$ cat src/rtl/regfile_pkg.sv
// regfile_pkg: shared defaults, read-source select type and address range check for reg_file_2r1w.
package regfile_pkg;
   localparam int DEF_WIDTH = 16;
   localparam int DEF_DEPTH = 8;
   typedef enum logic [1:0] {SRC_ZERO, SRC_BYPASS, SRC_ARRAY} rd_src_t;
   function automatic logic addr_ok(input int unsigned addr, input int unsigned depth);
      return addr < depth;
   endfunction
endpackage

$ cat src/rtl/mux_param_n_to_1.sv
// mux_param_n_to_1: N:1 word mux; a select beyond N-1 yields zero.
module mux_param_n_to_1 import regfile_pkg::*; #(
   parameter int WIDTH = DEF_WIDTH,
   parameter int N = DEF_DEPTH,
   localparam int SW = $clog2(N)
) (
   input  logic [N-1:0][WIDTH-1:0] din,
   input  logic [SW-1:0]           sel,
   output logic [WIDTH-1:0]        dout
);
   assign dout = addr_ok(32'(sel), N) ? din[sel] : '0;
endmodule

$ cat src/rtl/reg_file_2r1w.sv
// reg_file_2r1w: 1-write / 2-read register file with optional output registers,
// write-first bypass, synchronous bulk clear and hard-wired zero register.
module reg_file_2r1w import regfile_pkg::*; #(
   parameter int WIDTH = DEF_WIDTH,
   parameter int DEPTH = DEF_DEPTH,
   parameter bit REG_OUT = 1'b0,
   parameter bit BYPASS = 1'b1,
   parameter bit ZERO_REG = 1'b0,
   localparam int AW = $clog2(DEPTH)
) (
   input  logic             Clk,
   input  logic             Reset,
   input  logic             Clear,
   input  logic             W_wr,
   input  logic [AW-1:0]    W_addr,
   input  logic [WIDTH-1:0] W_data,
   input  logic             Rp_rd,
   input  logic [AW-1:0]    Rp_addr,
   output logic [WIDTH-1:0] Rp_data,
   input  logic             Rq_rd,
   input  logic [AW-1:0]    Rq_addr,
   output logic [WIDTH-1:0] Rq_data
);
   logic [DEPTH-1:0][WIDTH-1:0] mem;
   logic                        wr_ok;
   logic [1:0]                  rd;
   logic [1:0][AW-1:0]          ra;
   assign wr_ok = W_wr && addr_ok(32'(W_addr), DEPTH) && !(ZERO_REG && W_addr == '0);
   assign rd = {Rq_rd, Rp_rd};
   assign ra = {Rq_addr, Rp_addr};
   always_ff @(posedge Clk or posedge Reset)
      if (Reset) mem <= '0;
      else if (Clear) mem <= '0;
      else if (wr_ok) mem[W_addr] <= W_data;
   for (genvar p = 0; p < 2; p++) begin : g_port
      rd_src_t          src;
      logic [WIDTH-1:0] arr;
      logic [WIDTH-1:0] eff;
      logic [WIDTH-1:0] data;
      mux_param_n_to_1 #(.WIDTH(WIDTH), .N(DEPTH)) u_mux (.din(mem), .sel(ra[p]), .dout(arr));
      // Reset forces zero here too so a bypassed write cannot leak out while held in reset
      always_comb begin
         src = (Reset || !addr_ok(32'(ra[p]), DEPTH) || (ZERO_REG && ra[p] == '0) || (BYPASS && Clear)) ? SRC_ZERO
             : (BYPASS && W_wr && W_addr == ra[p]) ? SRC_BYPASS : SRC_ARRAY;
         eff = src == SRC_BYPASS ? W_data : src == SRC_ARRAY ? arr : '0;
      end
      if (REG_OUT) begin : g_reg
         always_ff @(posedge Clk or posedge Reset)
            if (Reset) data <= '0;
            else if (rd[p]) data <= eff;
      end else begin : g_comb
         assign data = rd[p] ? eff : '0;
      end
   end
   assign Rp_data = g_port[0].data;
   assign Rq_data = g_port[1].data;
endmodule

$ cat config.mk
export PLATFORM = sky130hd
export DESIGN_NAME = reg_file_2r1w
export DESIGN_NICKNAME = d
export VERILOG_FILES = /design/src/rtl/regfile_pkg.sv /design/src/rtl/mux_param_n_to_1.sv /design/src/rtl/reg_file_2r1w.sv
export SDC_FILE = /design/constraint.sdc
export NUM_CORES = 1
export LEC_CHECK = 0
export CORE_ASPECT_RATIO = 0.5
export CORE_MARGIN = 4
export CORE_UTILIZATION = 35
export CTS_CLUSTER_SIZE = 24
export DETAILED_ROUTE_END_ITERATION = 6
export GPL_ROUTABILITY_DRIVEN = 0
export PLACE_DENSITY = 0.5
export SETUP_SLACK_MARGIN = 0.1
export SKIP_LAST_GASP = 1
export SYNTH_ARGS = -nofsm -noshare
export SYNTH_HDL_FRONTEND = slang
export SYNTH_SLANG_ARGS = --single-unit
$ cat constraint.sdc
create_clock -name Clk -period 5.56 [get_ports Clk]
set_input_delay 1.112 -clock Clk [delete_from_list [all_inputs] [get_ports Clk]]
set_output_delay 1.112 -clock Clk [all_outputs]
set_load 0.02 [all_outputs]
Word-level counts from Yosys, hierarchy flattened. Cells that the tools add are included.

Word-level logic and storage cells: 42. Register bits: 128. Input port bits: 31.

Muxes and demuxes: 19. Reduce and logical (&&, ||, !) cells: 5. Equality and inequality tests: 6. Magnitude comparators: 4.

Operators by type and width (number): 2-to-1 mux 128 bit (2); 2-to-1 mux 16 bit (9); bitwise mux 128 bit (1); binary-select mux 16 bit (select 3 bit) (2); demux 16 bit (select 3 bit) (1); < comparator 3 x 4 -> 1 bit (second input constant) (3); 2-to-1 mux 2 bit (4); == test 3 bit (2); == test 2 x 1 -> 1 bit (second input constant) (2); == test 2 bit (second input constant) (2); >= comparator 3 x 1 -> 1 bit (second input constant) (1); logical AND 1 bit (3); nonzero test 2 bit (1); logical OR 1 bit (1).

Depth between registers and ports, before layout. Gate-level depths: netlist (run 1).

Depth after elaboration: 8. Mapped depth: 7. Gate-level depth less buffers: 4.

Hierarchy. A second synthesis (run 1) with hierarchy kept.

Cell total of the unflattened synthesis: 820. Area, all modules: 8112.8 um2.

By module, submodules not included: reg_file_2r1w (sequential area each 3203.1 um2, cells each 706, times used 1, area each 5970.7 um2); mux_param_n_to_1 (sequential area each 0.0 um2, cells each 57, times used 2, area each 1071.0 um2).

Worst setup path after synthesis (run 1). Ideal clock, no wire load.

Kind: input to output. From: input Rq_addr[2]. To: output Rq_data[15]. Data arrival time: 2479 ps. Buffers on the path: 3. Setup slack: 1969 ps. Stages on the path: 6. Cell sequence: buf_2 -> buf_6 -> buf_2 -> mux4_2 -> mux2_2 -> a22o_1.

Word-level cells in the longest chain between the ends: 8. Elaborated cells on any way between the ends: 11.

Ends and longest elaborated chain: from (decl) (line reg_file_2r1w.sv:21) `input logic [AW-1:0] Rq_addr,`; == test 3 bit (line reg_file_2r1w.sv:44) `: (BYPASS && W_wr && W_addr == ra[p]) ? SRC_BYPASS : SRC_ARRAY;`; logical AND 1 bit (line reg_file_2r1w.sv:44); 2-to-1 mux 2 bit (line reg_file_2r1w.sv:44); 2-to-1 mux 2 bit (line reg_file_2r1w.sv:43) `src = (Reset || !addr_ok(32'(ra[p]), DEPTH) || (ZERO_REG && ra[p] == '0) || (BYPASS && Clear)) ? SRC_ZERO`; == test 2 bit (line reg_file_2r1w.sv:45) `eff = src == SRC_BYPASS ? W_data : src == SRC_ARRAY ? arr : '0;`; 2-to-1 mux 16 bit (line reg_file_2r1w.sv:45); 2-to-1 mux 16 bit (*) (line reg_file_2r1w.sv:45); 2-to-1 mux 16 bit (*) (line reg_file_2r1w.sv:52) `assign data = rd[p] ? eff : '0;`; to (decl) (line reg_file_2r1w.sv:22) `output logic [WIDTH-1:0] Rq_data`.

Every way passes the cells marked *; elsewhere a longest branch is shown, timed or not. The select of a mux whose other input is x is not followed.

Worst setup path after layout (run 1).
From: input Rq_addr[1]. To: output Rq_data[14].

Same word-level chain as after synthesis.

==> flow_summary.yaml, run 1 <==
layout:
  layout-area-overhead-vs-synth_pct: 19.8
  layout_top_registers: "mem (128)"
  number_of_flip_flops_under_the_largest_register_name: 128
  final_net_count: 824
  fin_cells: 1079
  layout.core_utilization: 0.433
  registers.top_by_ff_count: "mem"
  n_antenna_cell: 0
  post_route_cells_drive_above_1_share: 0.192
critical_path:
  cpPeakStageDelay_ns: 0.61
  timing.critical_path.fanout_max: 11
  cp_slowest_cell: "clkdlybuf4s50_1"
  rr_worst_depth: 2
  cp-start-kind: "primary input"
  type_of_the_worst_setup_path: "primary input to output pin"
  r2r_start: "mem[20]$_DFFE_PP0P_"
  r2r-end: "mem[20]$_DFFE_PP0P_"
  ff2ff_setup_slack_ns: 4.82
  worst_ep_required_time_ns: 4.45
  cp_cell_sequence: "clkdlybuf4s50_1 > buf_4 > mux4_2 > mux2_2 > a22o_1 > clkdlybuf4s50_1"
  critPathArrivalTime_ns: 3.61
  cp-end-kind: "output pin"
  cp_common_cell: "clkdlybuf4s50_1"
flow_run:
  drv_cap: 0
power_and_ir_drop:
  ir_drop_v: 0.000165
  leakage_nw: 3.63
  power.density_cell_area_mw_per_mm2: 275
yosys:
  post-synth-top-area-fraction: 0.425
  synthCells: 757
  yosys_register_bits: 128
  syn_nets: 788
  synthMostInstantiatedCell: "nand2_1"
  synth.area.top_cells: "dfrtp_1, mux4_2, nand2_1"
  yosys.area.top_type: "dfrtp_1"
  postSynth.topFlopCell: "dfrtp_1"
  yosys_warnings: 0
  netlist_top_cells_count: "nand2_1, a21oi_1, dfrtp_1"
  syn-mean-instance-area_um2: 9.96
  yosysSeqAreaShare: 0.425
  synth_area_mm2: 0.00754
  synth_cell_types: 19
  synth-async-reset-ratio: 1.00
  synth_enable_flop_cells: 0
grt:
  grt_pass1_vias: 6222
  antenna_found_initial: 0
  grt_usage: 0.222
  grt_overflow_total: 0
  grt_first_pass_wirelength_um: 40200
  pin_count_of_the_biggest_net_entering_global_routing: 100
sta:
  fmax_ghz: 0.212
  finalClockSkew_ns: 0
  final_report_max_slew_violation_count: 0
  timing_worst_slew_pin_value_ns: 1.15
  timing_hold_violations_final: 0
  fin_tns_setup_ns: 0
  setup_viol: 0
  rsz0062_at_grt: "no"
  relSlewSlack: 0.234
  period_share: 0.850
  finalWorstPathRequiredPeriod_ns: 4.73
detailed_routing:
  routed-via-count: 6165
  ant_nets: 0
  firstDrtPassIters: 5
  drc: 0
  detail_route.iter0.violations: 678
  post_drt_wl_per_cell_um: 24.4
  drt-vias-per-instance: 5.71
  postRouteWirelength_um: 26300
clocking:
  postCtsHoldBufs: 0
  cts.htree.levels: 4
  cts_root_buffer: "clkbuf_16"
  clock_insertion_delay_worst_skew_ns: 0.42
  tritoncts_num_sinks: 128
  cts_made_buffers: 17
  post-cts-setup-buffer-count: 0
  clk_pin_slew_ns: 0.06
  clock_path_buffers: 2
  cts_tree: "yes"
  cts-resized-gates: 0
min_path:
  min_path_type: "flip-flop to flip-flop"
  worstHoldPathCells: 2
  timing.hold.worst_endpoint: "mem[97]$_DFFE_PP0P_"
  hold_path_startpoint: "mem[97]$_DFFE_PP0P_"
placed_design:
  placed_cells_incl_taps: 1047
  dpl.hpwl_um: 16200
  io_buffer_count: 62
floorplanning:
  die_w_um: 216
  initial_utilization: 0.362
  design.die.area_mm2: 0.0241
  placeableCoreArea_mm2: 0.0208
  die_h_um: 112
  io-pin-count: 63
  std_cell_rows: 37
outcome:
  run_status: "finished clean"
-- critical path, delay by kind of cell --
kind	cells	cell delay (ns)
buf+inv	3	1.45
mux	2	0.79
compound gates	1	0.25
-- cell families (layout without fill, tap and decap cells) --
| group | after synthesis | after routing | synth area share |
|---|---|---|---|
| simple gates | 290 | 290 | 0.150 |
| compound gates | 160 | 160 | 0.122 |
| flops | 128 | 128 | 0.425 |
| mux | 96 | 96 | 0.245 |
| buf+inv | 77 | 126 | 0.0506 |
| xor+xnor | 6 | 6 | 0.00697 |
-- stage by stage --
step / total power [mW] / hold slack, ns / instance area [um2] / setup WS [ns]
global route: 2.55 / 0.557 / 9030 / 0.738
CTS: 2.50 / 0.538 / 9030 / 0.816
finish: 2.48 / 0.536 / 9030 / 0.834
floorplan: 1.14 / 0.508 / 7540 / 1.04
global placement: 1.23 / 0.519 / 8380 / 0.829
detailed placement: 1.24 / 0.530 / 8380 / 0.821
-- placed cells by master, fill, tap and decap left out --
| master | synthesis | layout |
|---|---|---|
| nand2_1 | 263 | 263 |
| a21oi_1 | 128 | 128 |
| dfrtp_1 | 128 | 128 |
| clkdlybuf4s50_1 | 0 | 57 |
| mux4_2 | 52 | 52 |
| mux2_2 | 32 | 32 |
| a22o_1 | 32 | 32 |
| buf_4 | 3 | 29 |
| clkbuf_16 | 0 | 17 |
| mux4_1 | 12 | 12 |
| nor2_1 | 10 | 9 |
| xnor2_1 | 6 | 6 |
| bufinv_16 | 0 | 5 |
| nor2b_1 | 5 | 4 |
| nand3_1 | 4 | 4 |
| buf_2 | 23 | 4 |
| nand2b_1 | 3 | 3 |
| nand4_1 | 3 | 3 |
| buf_12 | 0 | 3 |
| nor3_2 | 2 | 2 |
| inv_6 | 0 | 2 |
| clkinv_4 | 0 | 2 |
| clkinvlp_4 | 0 | 2 |
| clkbuf_1 | 43 | 2 |
| nor2b_2 | 0 | 1 |
| nor2_2 | 0 | 1 |
| inv_4 | 0 | 1 |
| clkbuf_8 | 0 | 1 |
| clkinv_2 | 0 | 1 |
-- worst max-delay path by stage --
stage | from | to | slack (ns)
3_3_place_gp | Rq_addr[1] | Rq_data[14] | 0.83
4_1_cts | Rq_addr[1] | Rq_data[14] | 0.82
2_1_floorplan | Reset | mem[0]$_DFFE_PP0P_ | 1.04
6_report | Rq_addr[1] | Rq_data[14] | 0.83
5_1_grt | Rq_addr[1] | Rq_data[14] | 0.74
3_5_place_dp | Rq_addr[1] | Rq_data[14] | 0.82
-- cell type report --
type	count	area, um2
Clock inverter	12	205
Clock buffer	20	447
Sequential cell	128	3200
Timing Repair Buffer	93	868
Multi-Input combinational cell	552	3960
Inverter	1	6.26
Tap cell	273	342
Fill cell	2002	11800
-- per-layer routing --
layer  global-route usage  vias to the layer above  part of all wire
met5                    0                        -                 0
met1                0.319                     3137              0.45
met4               0.0617                        0             0.016
met3               0.0611                       34             0.078
li1                     -                     2741                 -
met2                0.333                      253              0.45
-- report_power, final --
group	internal (mW)	total [mW]	switching (mW)	leakage, nW
sequential	0.950	0.964	0.0137	1.77
clock	0.811	1.26	0.450	0.311
combinational	0.0941	0.255	0.161	1.54
No activity file was read; power rests on OpenSTA's default activity.
==> inputs of run 2 (changes only) <==
==> constraint.sdc (replaced) <==
create_clock -name Clk -period 4.7 [get_ports Clk]
set_input_delay 0.94 -clock Clk [delete_from_list [all_inputs] [get_ports Clk]]
set_output_delay 0.94 -clock Clk [all_outputs]
set_load 0.02 [all_outputs]
==> run 2 against run 1 <==
Net effect:
- die area did not move
- power rose by 13%
- register-to-register slack got worse by 0.87 ns
- largest power group unchanged
- highest routed layer unchanged
==> flow_summary.yaml, run 2 (synthesized netlist as in run 1, its figures left out) <==
critical_path:
  ff2ff_setup_slack_ns: 3.95
  r2r_start: "mem[62]$_DFFE_PP0P_"
  timing.critical_path.fanout_max: 5
  type_of_the_worst_setup_path: "primary input to output pin"
  rr_worst_depth: 2
  setup.worst_path.end: "Rq_data[14]"
  crit_path_from: "Rq_addr[1]"
  r2r-end: "mem[62]$_DFFE_PP0P_"
  cp-start-kind: "primary input"
  worst_ep_required_time_ns: 3.76
  critPathArrivalTime_ns: 3.23
  cp-end-kind: "output pin"
layout:
  area_used_by_sequential_logic_in_the_layout_mm2: 0.00320
  registers.top_by_ff_count: "mem"
  n_antenna_cell: 0
  layout.core_utilization: 0.434
  mostFrequentLayoutCell: "nand2_1"
  post_route_cells_drive_above_1_share: 0.195
  multi_input_area_mm2: 0.00396
  final_net_count: 824
  layout-area-overhead-vs-synth_pct: 19.9
  layout_top_registers: "mem (128)"
  design_area_mm2: 0.00904
  number_of_flip_flops_under_the_largest_register_name: 128
  most-common-layout-cells: "nand2_1, a21oi_1, dfrtp_1"
  filler_cells_inserted: 2000
detailed_routing:
  post_drt_wl_per_cell_um: 24.2
  ant_nets: 0
  drc: 0
  postRouteWirelength_um: 26200
  detail_route.iter0.violations: 511
  routed-via-count: 6176
  drt-vias-per-instance: 5.72
  firstDrtPassIters: 5
sta:
  finalClockSkew_ns: 0
  rsz0062_at_grt: "no"
  fmax_ghz: 0.240
  timing_worst_slew_pin_value_ns: 1.19
  fin_tns_setup_ns: 0
  finalWorstPathRequiredPeriod_ns: 4.17
  timing_hold_violations_final: 0
  relSlewSlack: 0.203
  period_share: 0.888
  timing.final.ws_setup_ns: 0.529
  final_report_max_slew_violation_count: 0
  setup_viol: 0
min_path:
  hold_path_startpoint: "mem[108]$_DFFE_PP0P_"
  min_path_type: "flip-flop to flip-flop"
power_and_ir_drop:
  power_report.internal_total_mw: 2.04
  sequentialPowerShare: 0.407
  switching_power_mw: 0.761
  ir_drop_v: 0.000187
  power.density_cell_area_mw_per_mm2: 310
  power_switching_share: 0.271
  power.combinational.fraction: 0.109
  power_frac_clock: 0.484
  leakage_nw: 3.62
grt:
  grt_usage: 0.221
  antenna_found_initial: 0
  grt_pass1_vias: 6230
  grt_overflow_total: 0
  pin_count_of_the_biggest_net_entering_global_routing: 97
  grt_first_pass_wirelength_um: 40500
floorplanning:
  placeableCoreArea_mm2: 0.0208
  design.die.area_mm2: 0.0241
  io-pin-count: 63
  initial_utilization: 0.362
  die_w_um: 216
  std_cell_rows: 37
  die_h_um: 112
placed_design:
  worst_setup_timing_slack_at_the_placement_stage_ns: 0.528
  placedInstanceArea_mm2: 0.00844
  dpl.hpwl_um: 16200
  io_buffer_count: 62
clocking:
  postCtsHoldBufs: 0
  cts_made_buffers: 17
  tritoncts_num_sinks: 128
  cts.htree.levels: 4
  clock_insertion_delay_worst_skew_ns: 0.41
  cts-resized-gates: 0
  cts_root_buffer: "clkbuf_16"
  clock_path_buffers: 2
  post-cts-setup-buffer-count: 0
  cts_tree: "yes"
  clk_pin_slew_ns: 0.06
flow_run:
  drv_cap: 0
outcome:
  run_status: "finished clean"
run 2: changes by cell type in the layout (fill, tap and decap cells not counted), sizes merged:
cell	previous run	this run
clkinvlp	2	4
clkinv	3	5
bufinv	5	2
inv	3	4
clkbuf	20	18
run 2: worst min path at each step:
stage | endpoint | slack (ns) | cells after the start
6_report | mem[108]$_DFFE_PP0P_ | 0.53 | 2
4_1_cts | mem[108]$_DFFE_PP0P_ | 0.54 | 2
5_1_grt | mem[127]$_DFFE_PP0P_ | 0.56 | 2
2_1_floorplan | mem[103]$_DFFE_PP0P_ | 0.51 | 2
3_5_place_dp | mem[108]$_DFFE_PP0P_ | 0.53 | 2
3_3_place_gp | mem[88]$_DFFE_PP0P_ | 0.52 | 2
run 2: area by class of cell:
| type | count | share of cell area |
|---|---|---|
| clock buffer | 18 | 0.0486 |
| inverter | 1 | 0.000692 |
| timing repair buffer | 93 | 0.103 |
| tap | 273 | 0.0378 |
| clock inverter | 14 | 0.0176 |
| sequential | 128 | 0.354 |
| multi-input combinational | 552 | 0.438 |
run 2: critical path, cell delays in order:
cell,delay (ns)
clkdlybuf4s50_1,0.68
mux4_2,0.55
mux2_2,0.27
a22o_1,0.25
clkdlybuf4s50_1,0.54
run 2: stage by stage:
stage          instances  hold WS [ns]  total power [mW]
2_1_floorplan        757         0.508              1.35
3_3_place_gp        1047         0.520              1.46
3_5_place_dp        1047         0.527              1.47
4_1_cts             1079         0.536              2.82
5_1_grt             1079         0.558              2.90
6_report            1079         0.534              2.80
run 2: power by group through the flow:
stage	sequential, mW	combinational, mW	clock, mW
finish	1.14	0.306	1.36
global route	1.14	0.330	1.43
CTS	1.14	0.308	1.37
detailed placement	1.16	0.306	0
global placement	1.16	0.306	0
floorplan	1.15	0.196	0
run 2: per-layer routing:
layer / wire, um / vias up / GRT usage
li1: - / 2732 / -
met1: 12000 / 3206 / 0.312
met2: 11900 / 218 / 0.337
met3: 1920 / 20 / 0.0712
met4: 266 / 0 / 0.0467
met5: 0 / - / 0
